### config.mk
export PLATFORM = sky130hd
export DESIGN_NAME = ps2_keyboard
export DESIGN_NICKNAME = d
export VERILOG_FILES = /design/src/rtl/ps2_pkg.sv /design/src/rtl/ps2_sync_fifo.sv /design/src/rtl/ps2_keyboard.sv
export SDC_FILE = /design/constraint.sdc
export NUM_CORES = 1
export LEC_CHECK = 0
export CELL_PAD_IN_SITES_DETAIL_PLACEMENT = 2
export CELL_PAD_IN_SITES_GLOBAL_PLACEMENT = 2
export CORE_MARGIN = 2
export CORE_UTILIZATION = 39
export DETAILED_ROUTE_END_ITERATION = 8
export GPL_TIMING_DRIVEN = 0
export PLACE_DENSITY = 0.81
export SLEW_MARGIN = 40
export SYNTH_ARGS = -nofsm -noshare
export SYNTH_HDL_FRONTEND = slang
export SYNTH_SLANG_ARGS = --single-unit
export TNS_END_PERCENT = 10
### constraint.sdc
create_clock -name clk -period 2.25 [get_ports clk]
set_input_delay 0.225 -clock clk [delete_from_list [all_inputs] [get_ports clk]]
set_output_delay 0.225 -clock clk [all_outputs]
set_load 0.02 [all_outputs]
### src/rtl/ps2_pkg.sv
// Shared PS/2 constants and frame checking for the keyboard receive path.
// Also used by the scan-code decoder, which is why the scan-code constants live here.
package ps2_pkg;

    localparam int FRAME_LEN = 11;
    localparam int BIT_START = 0;
    localparam int BIT_PAR   = 9;
    localparam int BIT_STOP  = 10;

    localparam logic [7:0] SC_BREAK = 8'hF0;
    localparam logic [7:0] SC_EXT   = 8'hE0;

    typedef enum logic [1:0] {
        FRM_OK,
        FRM_BAD_START,
        FRM_BAD_STOP,
        FRM_BAD_PAR
    } frame_chk_e;

    // Parity covers the data bits and the parity bit itself and must be odd.
    function automatic frame_chk_e check_frame(input logic [FRAME_LEN-1:0] f);
        if (f[BIT_START] != 1'b0) begin
            return FRM_BAD_START;
        end
        if (f[BIT_STOP] != 1'b1) begin
            return FRM_BAD_STOP;
        end
        if ((^f[BIT_PAR:1]) != 1'b1) begin
            return FRM_BAD_PAR;
        end
        return FRM_OK;
    endfunction

endpackage

### src/rtl/ps2_sync_fifo.sv
// Single-clock FIFO for received scan codes; one slot is kept empty to tell full from empty.
// Writes into a full FIFO and reads from an empty one are ignored.
module ps2_sync_fifo #(
    parameter int AW = 3,
    parameter int W  = 8
) (
    input  logic         clk,
    input  logic         clr,
    input  logic         push_i,
    input  logic [W-1:0] wr_data_i,
    input  logic         pop_i,
    output logic [W-1:0] rd_data_o,
    output logic         empty_o,
    output logic         full_o
);

    localparam int DEPTH = 1 << AW;

    logic [W-1:0]  mem_q [DEPTH];
    logic [AW-1:0] w_ptr_q, w_ptr_d;
    logic [AW-1:0] r_ptr_q, r_ptr_d;
    logic          do_push;
    logic          do_pop;

    assign empty_o   = (w_ptr_q == r_ptr_q);
    assign full_o    = ((w_ptr_q + 1'b1) == r_ptr_q);
    assign rd_data_o = mem_q[r_ptr_q];

    // Full/empty are evaluated on the pre-update pointers, so a push into
    // a full FIFO is dropped even if a pop happens in the same cycle.
    assign do_push = push_i & ~full_o;
    assign do_pop  = pop_i & ~empty_o;

    always_comb begin
        w_ptr_d = w_ptr_q;
        r_ptr_d = r_ptr_q;
        if (do_push) begin
            w_ptr_d = w_ptr_q + 1'b1;
        end
        if (do_pop) begin
            r_ptr_d = r_ptr_q + 1'b1;
        end
    end

    always_ff @(posedge clk) begin
        if (clr) begin
            w_ptr_q <= '0;
            r_ptr_q <= '0;
        end else begin
            w_ptr_q <= w_ptr_d;
            r_ptr_q <= r_ptr_d;
        end
    end

    always_ff @(posedge clk) begin
        if (do_push) begin
            mem_q[w_ptr_q] <= wr_data_i;
        end
    end

endmodule

### src/rtl/ps2_keyboard.sv
// PS/2 device-to-host receiver: synchronises the pins, deframes 11-bit frames
// and queues good scan-code bytes for the decoder behind a ready/pop handshake.
module ps2_keyboard
    import ps2_pkg::*;
#(
    parameter int FIFO_AW     = 3,
    parameter int TIMEOUT_CYC = 50000
) (
    input  logic       clk,
    input  logic       clr,
    input  logic       ps2_clk,
    input  logic       ps2_data,
    output logic [7:0] data,
    output logic       ready,
    input  logic       nextdata_n,
    output logic [2:0] ps2_clk_sync,
    output logic       sample,
    output logic       overflow
);

    localparam int TW = $clog2(TIMEOUT_CYC + 1);

    logic [2:0]           ps2_clk_sync_q;
    logic [1:0]           data_sync_q;
    logic [3:0]           count_q, count_d;
    logic [BIT_PAR:0]     buf_q, buf_d;
    logic [TW-1:0]        timer_q, timer_d;
    logic                 overflow_q, overflow_d;
    logic [FRAME_LEN-1:0] frame_w;
    logic                 push;
    logic                 pop;
    logic                 fifo_empty;
    logic                 fifo_full;

    assign sample       = ps2_clk_sync_q[2] & ~ps2_clk_sync_q[1];
    assign ps2_clk_sync = ps2_clk_sync_q;
    assign overflow     = overflow_q;
    assign ready        = ~fifo_empty;
    assign pop          = ready & ~nextdata_n;

    // The stop bit is taken straight from the synchroniser so the frame can
    // be judged in the same cycle its last bit is sampled.
    assign frame_w = {data_sync_q[1], buf_q};

    always_ff @(posedge clk) begin
        if (clr) begin
            ps2_clk_sync_q <= 3'b111;
            data_sync_q    <= 2'b11;
        end else begin
            ps2_clk_sync_q <= {ps2_clk_sync_q[1:0], ps2_clk};
            data_sync_q    <= {data_sync_q[0], ps2_data};
        end
    end

    always_comb begin
        count_d    = count_q;
        buf_d      = buf_q;
        timer_d    = timer_q;
        overflow_d = overflow_q;
        push       = 1'b0;
        if (sample) begin
            timer_d = TW'(TIMEOUT_CYC - 1);
            if (count_q == 4'(BIT_STOP)) begin
                count_d = '0;
                if (check_frame(frame_w) == FRM_OK) begin
                    if (fifo_full) begin
                        overflow_d = 1'b1;
                    end else begin
                        push = 1'b1;
                    end
                end
            end else begin
                buf_d[count_q] = data_sync_q[1];
                count_d        = count_q + 4'd1;
            end
        end else if (count_q != '0) begin
            // A stalled partial frame is dropped so the next start bit realigns.
            if (timer_q == '0) begin
                count_d = '0;
            end else begin
                timer_d = timer_q - 1'b1;
            end
        end
    end

    always_ff @(posedge clk) begin
        if (clr) begin
            count_q    <= '0;
            buf_q      <= '0;
            timer_q    <= '0;
            overflow_q <= 1'b0;
        end else begin
            count_q    <= count_d;
            buf_q      <= buf_d;
            timer_q    <= timer_d;
            overflow_q <= overflow_d;
        end
    end

    ps2_sync_fifo #(
        .AW (FIFO_AW),
        .W  (8)
    ) u_fifo (
        .clk       (clk),
        .clr       (clr),
        .push_i    (push),
        .wr_data_i (frame_w[8:1]),
        .pop_i     (pop),
        .rd_data_o (data),
        .empty_o   (fifo_empty),
        .full_o    (fifo_full)
    );

endmodule

# Word level (Yosys, flattened, before mapping)
# Memory sizes are Yosys's and may differ from the RTL's. A register that Yosys moved wholly into a read port is not among the register bits.
# Cells that the tools add are included.
[word_totals]
regBits = 42
ramBits = 64
in_bits = 5
output_inout_bits = 14
elab_cells = 81
mem_count = 1
[mem_list]
columns = ["memory", "words", "width", "read_ports", "rd_clocked_by_memory_dff", "write_ports", "line_no", "source"]
rows = [
  ["u_fifo.mem_q", 8, 8, 1, 1, 1, "ps2_sync_fifo.sv:19", "logic [W-1:0] mem_q [DEPTH];"],
]
[classes]
add_sub_neg = 4
n_lt_le_gt_ge = 2
eq_ne = 4
muxes = 38
bitwise_logic = 10
reduce_logical = 13
[ops]
columns = ["op", "count"]
rows = [
  ["$mux W16", 3],
  ["$mux W1", 19],
  ["$logic_not A16 Y1", 1],
  ["$mux W2", 8],
  ["$mux W4", 4],
  ["$sub A16 B1 Y16 const B", 1],
  ["$bwmux W10", 1],
  ["$reduce_xor A9 Y1", 1],
  ["$reduce_and A2 Y1", 4],
  ["$add A3 B1 Y3 const B", 2],
  ["$eq A3 B3 Y1", 2],
  ["$mux W3", 2],
  ["$not A1 Y1", 6],
  ["$lt A4 B5 Y1 const B", 1],
  ["$add A4 B1 Y4 const B", 1],
  ["$and A1 B1 Y1", 4],
  ["$demux W1 S4", 1],
  ["$eq A4 B4 Y1 const B", 1],
  ["$ge A4 B1 Y1 const B", 1],
  ["$reduce_and A4 Y1", 1],
  ["$reduce_bool A2 Y1", 2],
  ["$reduce_bool A4 Y1", 1],
  ["$logic_not A2 Y1", 1],
  ["$ne A2 B2 Y1 const B", 1],
  ["other kinds (2)", 2],
]

# Depth between registers and ports, before layout
[logic_depth]
ltp_word = 22
depth_mapped = 8
ltp_nobuf = 7

# Cells and area by module
# A second synthesis with hierarchy kept.
[unflattened]
cells_unflattened = 385
area_unflattened_um2 = 4923.5
[modules_own_cells]
columns = ["mod", "instances", "cells_per_inst", "area_per_inst_um2", "seq_area_each_um2"]
rows = [
  ["ps2_sync_fifo", 1, 167, 3040.4, 2102.0],
  ["ps2_keyboard", 1, 218, 1883.1, 720.7],
]

# Worst setup path before layout
# Ideal clock, no wire load.
[synth_path]
path_kind = "reg2reg"
start = "register ps2_clk_sync_q[1] (netlist: ps2_clk_sync[1])"
end = "memory u_fifo.mem_q[2][0] (enable)"
setup_time_ps = 315
arrival_ps = 1923
t_required_ps = 1935
setup_slack_ps = 12
path_stages_with_launch = 9
n_path_buf = 2
synth_period_minus_slack_ps = 2238
path_cell_list = "dfxtp_1 > nand2b_1 > buf_2 > inv_1 > and2_1 > and4b_1 > and3_1 > buf_6 > and4bb_2"
[synth_between]
elab_chain_len = 6
[synth_rtl]
columns = ["element", "line_no", "source"]
rows = [
  ["from (decl)", "ps2_keyboard.sv:23", "logic [2:0] ps2_clk_sync_q;"],
  ["from (signal assigned)", "ps2_keyboard.sv:50", "ps2_clk_sync_q <= {ps2_clk_sync_q[1:0], ps2_clk};"],
  ["$not A1 Y1", "ps2_keyboard.sv:35", "assign sample = ps2_clk_sync_q[2] & ~ps2_clk_sync_q[1];"],
  ["$and A1 B1 Y1", "ps2_keyboard.sv:35", ""],
  ["net sample", "ps2_keyboard.sv:17", "output logic sample,"],
  ["$mux W1", "ps2_keyboard.sv:61", "if (sample) begin"],
  ["$and A1 B1 Y1", "ps2_sync_fifo.sv:31", "assign do_push = push_i & ~full_o;"],
  ["$mux W1", "ps2_sync_fifo.sv:56", "if (do_push) begin"],
  ["$mux W1 (implied by the code)", "ps2_sync_fifo.sv:57", "mem_q[w_ptr_q] <= wr_data_i;"],
  ["to (decl)", "ps2_sync_fifo.sv:19", ""],
]
# The timed path passes the listed nets, and every way through them passes these cells.

# Final worst setup path
[layout_path]
start = "register buf_q[3]"
end = "memory u_fifo.mem_q[7][5] (enable)"
[layout_between]
elab_chain_len = 18
word_cells_on_any_way = 19
classes_between = "mux (16); bitwise (1); reduce/logical (2)"
[layout_rtl]
columns = ["element", "line_no", "source"]
rows = [
  ["from (decl)", "ps2_keyboard.sv:26", "logic [BIT_PAR:0] buf_q, buf_d;"],
  ["from (signal assigned)", "ps2_keyboard.sv:94", "buf_q <= buf_d;"],
  ["$reduce_xor A9 Y1 *", "ps2_pkg.sv:28", "if ((^f[BIT_PAR:1]) != 1'b1) begin"],
  ["$mux W1 (2 in a row)", "ps2_pkg.sv:28", ""],
  ["$mux W1", "ps2_pkg.sv:25", "if (f[BIT_STOP] != 1'b1) begin"],
  ["$mux W1", "ps2_keyboard.sv:63", "if (count_q == 4'(BIT_STOP)) begin"],
  ["$mux W1", "ps2_keyboard.sv:61", ""],
  ["$mux W2 *", "ps2_pkg.sv:31", "return FRM_OK;"],
  ["$mux W2 *", "ps2_pkg.sv:28", ""],
  ["$mux W2 *", "ps2_pkg.sv:25", ""],
  ["$mux W2 *", "ps2_keyboard.sv:63", ""],
  ["$mux W2 *", "ps2_keyboard.sv:61", ""],
  ["$logic_not A2 Y1 *", "ps2_keyboard.sv:65", "if (check_frame(frame_w) == FRM_OK) begin"],
  ["$mux W1 *", "ps2_keyboard.sv:65", ""],
  ["$mux W1 *", "ps2_keyboard.sv:63", ""],
  ["$mux W1 *", "ps2_keyboard.sv:61", ""],
  ["$and A1 B1 Y1 *", "ps2_sync_fifo.sv:31", ""],
  ["$mux W1 *", "ps2_sync_fifo.sv:56", ""],
  ["$mux W1 (implied by the code) *", "ps2_sync_fifo.sv:57", ""],
]
# Mark *: on every way between the ends. The rest lies on a longest branch, timed or not. The select of a mux whose other input is x is not followed.

==> results.cfg <==
[sta]
grt_setup_unrepaired = true
drv_slew = 0
fin_crit_ps = 2250
tightest_slew_ps = 592
tns_ps = 0
hold_viol = 0
max_freq_mhz = 445
finalSetupViolCount = 0
holdWs_ps = 424
post-route-period-util = 0.998
fin_skew_ps = 9.91
slew_headroom = 0.602

[detailed_routing]
drt_drc_violations_left = 5
num_vias = 2831
post_drt_wl_per_cell_um = 21.5
wl_um = 11200
antenna_left = 0
via_per_inst = 5.41
dr.first_iter.drc_count = 104
firstDrtPassIters = 6

[layout]
drive_gt1_frac = 0.279
nNetsFinal = 384
final_common_cell = edfxtp_1
layout_common_cells = 64 x edfxtp_1, 35 x dfxtp_1, 32 x nor2_1
area_growth_pct = 17.2
final_cells = 523
final_cell_area_um2 = 5430
diodes = 0

[clock_tree]
htreeDepth = 3
clock_sinks = 109
clk_path_buf_depth = 2
clkTransAtPathRegs_ps = 70
cts_tree = built
cts_made_buffers = 9
cts-root-buf = clkbuf_16
clock_latency_ps = 350
ctsHoldBuffers = 0

[job]
cap_violations = 0

[die]
core.rowCount = 39
ios = 19
die-area_um2 = 12800
core_um2 = 11500
start_util = 0.402
dieHeight_um = 113
die_w_um = 113

[place]
io_buffer_count = 17
dp_cells = 498
gp_congestion = 0.722
dpl_cell_area_um2 = 4980
dpl.hpwl_um = 7720

[yosys]
yosysSeqAreaShare = 0.610
synth_edf_count = 64
yosysTopAreaCellShare = 0.415
yosysWarnings = 0
synth_area_leaders = edfxtp_1 42%, dfxtp_1 19%, mux4_2 7.8%
ys_ff_latch = 109
async_flop_share = 0
postSynthAreaPerCell_um2 = 13.7
synth_cells = 338
netlist.top_cell.by_area = edfxtp_1
syn_nets = 347
ys.flop_type = edfxtp_1
yosysUniqueCellTypes = 53
syn_area_um2 = 4630

[critical_path]
worst-setup-path-type = flip-flop to flip-flop
crit_required_ps = 2300
cp-start-kind = flip-flop
crit_fanout = 8
end_kind = flip-flop
critPathArrivalTime_ps = 2290

[grt]
grt_start_max_net_pins = 18
gr-total-overflow = 0
grt_usage = 0.187
antenna_found_initial = 0
grt_pass1_wl_um = 17900
grt_pass1_vias = 3175

[min_path]
hp-class = flip-flop to flip-flop

[status]
violations = design-rule violations
outcome = finished with violations

[power_and_ir_drop]
vdd_drop_max_mv = 0.319
power_w = 0.00388
p_per_area_nw_per_um2 = 716
p_leak_nw = 1.93
[state kept, by name, summed over array words and instances (netlist names), named ones only]
| signal | cells |
|---|---|
| u_fifo.mem_q | 64 |
| timer_q | 16 |
| buf_q | 10 |
| count_q | 4 |
| ps2_clk_sync | 3 |
| u_fifo.r_ptr_q | 3 |
| u_fifo.w_ptr_q | 3 |
| data_sync_q | 2 |
| overflow | 1 |
[path summary, 6_finish.rpt]
| kind | from | to | slack (ps) | depth (start not counted) |
|---|---|---|---|---|
| worst max register to register | buf_q[3] | u_fifo.mem_q[7][5] | 4 | 6 |
| worst min register to register | data_sync_q[0] | data_sync_q[1] | 420 | 1 |
| worst min-delay path | data_sync_q[0] | data_sync_q[1] | 420 | 1 |
| worst max-delay path | buf_q[3] | u_fifo.mem_q[7][5] | 4 | 6 |
[metrics by stage]
step           setup slack (ps)  utilization
4_1_cts                   -16.5        0.470
3_3_place_gp               -363        0.432
3_5_place_dp               -538        0.433
5_1_grt                   -72.8        0.471
2_1_floorplan              11.6            -
6_report                   4.43        0.471
[power breakdown]
part           leakage (nW)  internal, W  switching [W]
Combinational         0.840     0.000105       0.000167
Sequential            0.965      0.00211      0.0000277
Clock                 0.129     0.000750       0.000727
Total                  1.93      0.00296       0.000921
[cells by family after synthesis]
logic type               Yosys count  share of synthesized area
multiplexers                      40                      0.133
flip-flops                       109                      0.610
AO/OA/AOI/OAI                     23                     0.0313
adder cells (fa/ha/maj)            4                     0.0108
XOR/XNOR                          27                     0.0589
AND/OR/NAND/NOR                  110                      0.132
buffers and inverters             25                     0.0238
[cell usage after synthesis (2+ instances only)]
cell       n
o31ai_1    2
a21oi_1   12
nand4b_1   4
mux2_2     9
ha_1       4
mux4_2    16
a31oi_1    2
nor2b_1    4
and3_2     2
nand2_1   19
edfxtp_1  64
or2_2      5
buf_1      2
buf_2      7
nor3_1     6
nand3_1    9
inv_1      5
dfxtp_1   45
and3_1     2
nor3b_1    2
nor2_1    32
nor4_1     3
nand4_1    5
clkbuf_1  10
and4b_2    3
and4_2     2
xor2_1    14
xnor2_1   10
mux2i_1   14
[worst max-delay path: stages (launching register included)]
cell and delay, ps:
dfxtp_4 370, xnor2_4 180, xnor3_2 510, xnor2_4 160, and3_4 210, buf_2 150, and4_4 340
[metal layers]
layer | wire length [µm] | up-vias | GRT usage | part of all wire
met5 | 0 | - | 0 | 0
met4 | 190 | 0 | 0.0667 | 0.017
met3 | 229 | 13 | 0.0327 | 0.020
met2 | 6090 | 33 | 0.339 | 0.54
met1 | 4730 | 1467 | 0.224 | 0.42
li1 | - | 1318 | - | -
[cell type report]
type / instances / area [µm²]
buffer: 19 / 113
clock buffer: 10 / 229
clock inverter: 6 / 38.8
fill: 1106 / 6090
inverter: 5 / 21.3
multi-input combinational: 204 / 1780
sequential: 109 / 2850
tap: 143 / 179
timing repair buffer: 27 / 215
[repair_timing]
action	in CTS	in global routing
gates resized for setup	64	11
pin swaps	2	1
buffers inserted	4	5
endpoints found under the setup margin	73	71
gates cloned	0	1
Note: power is estimated with default switching activity, not from simulation.
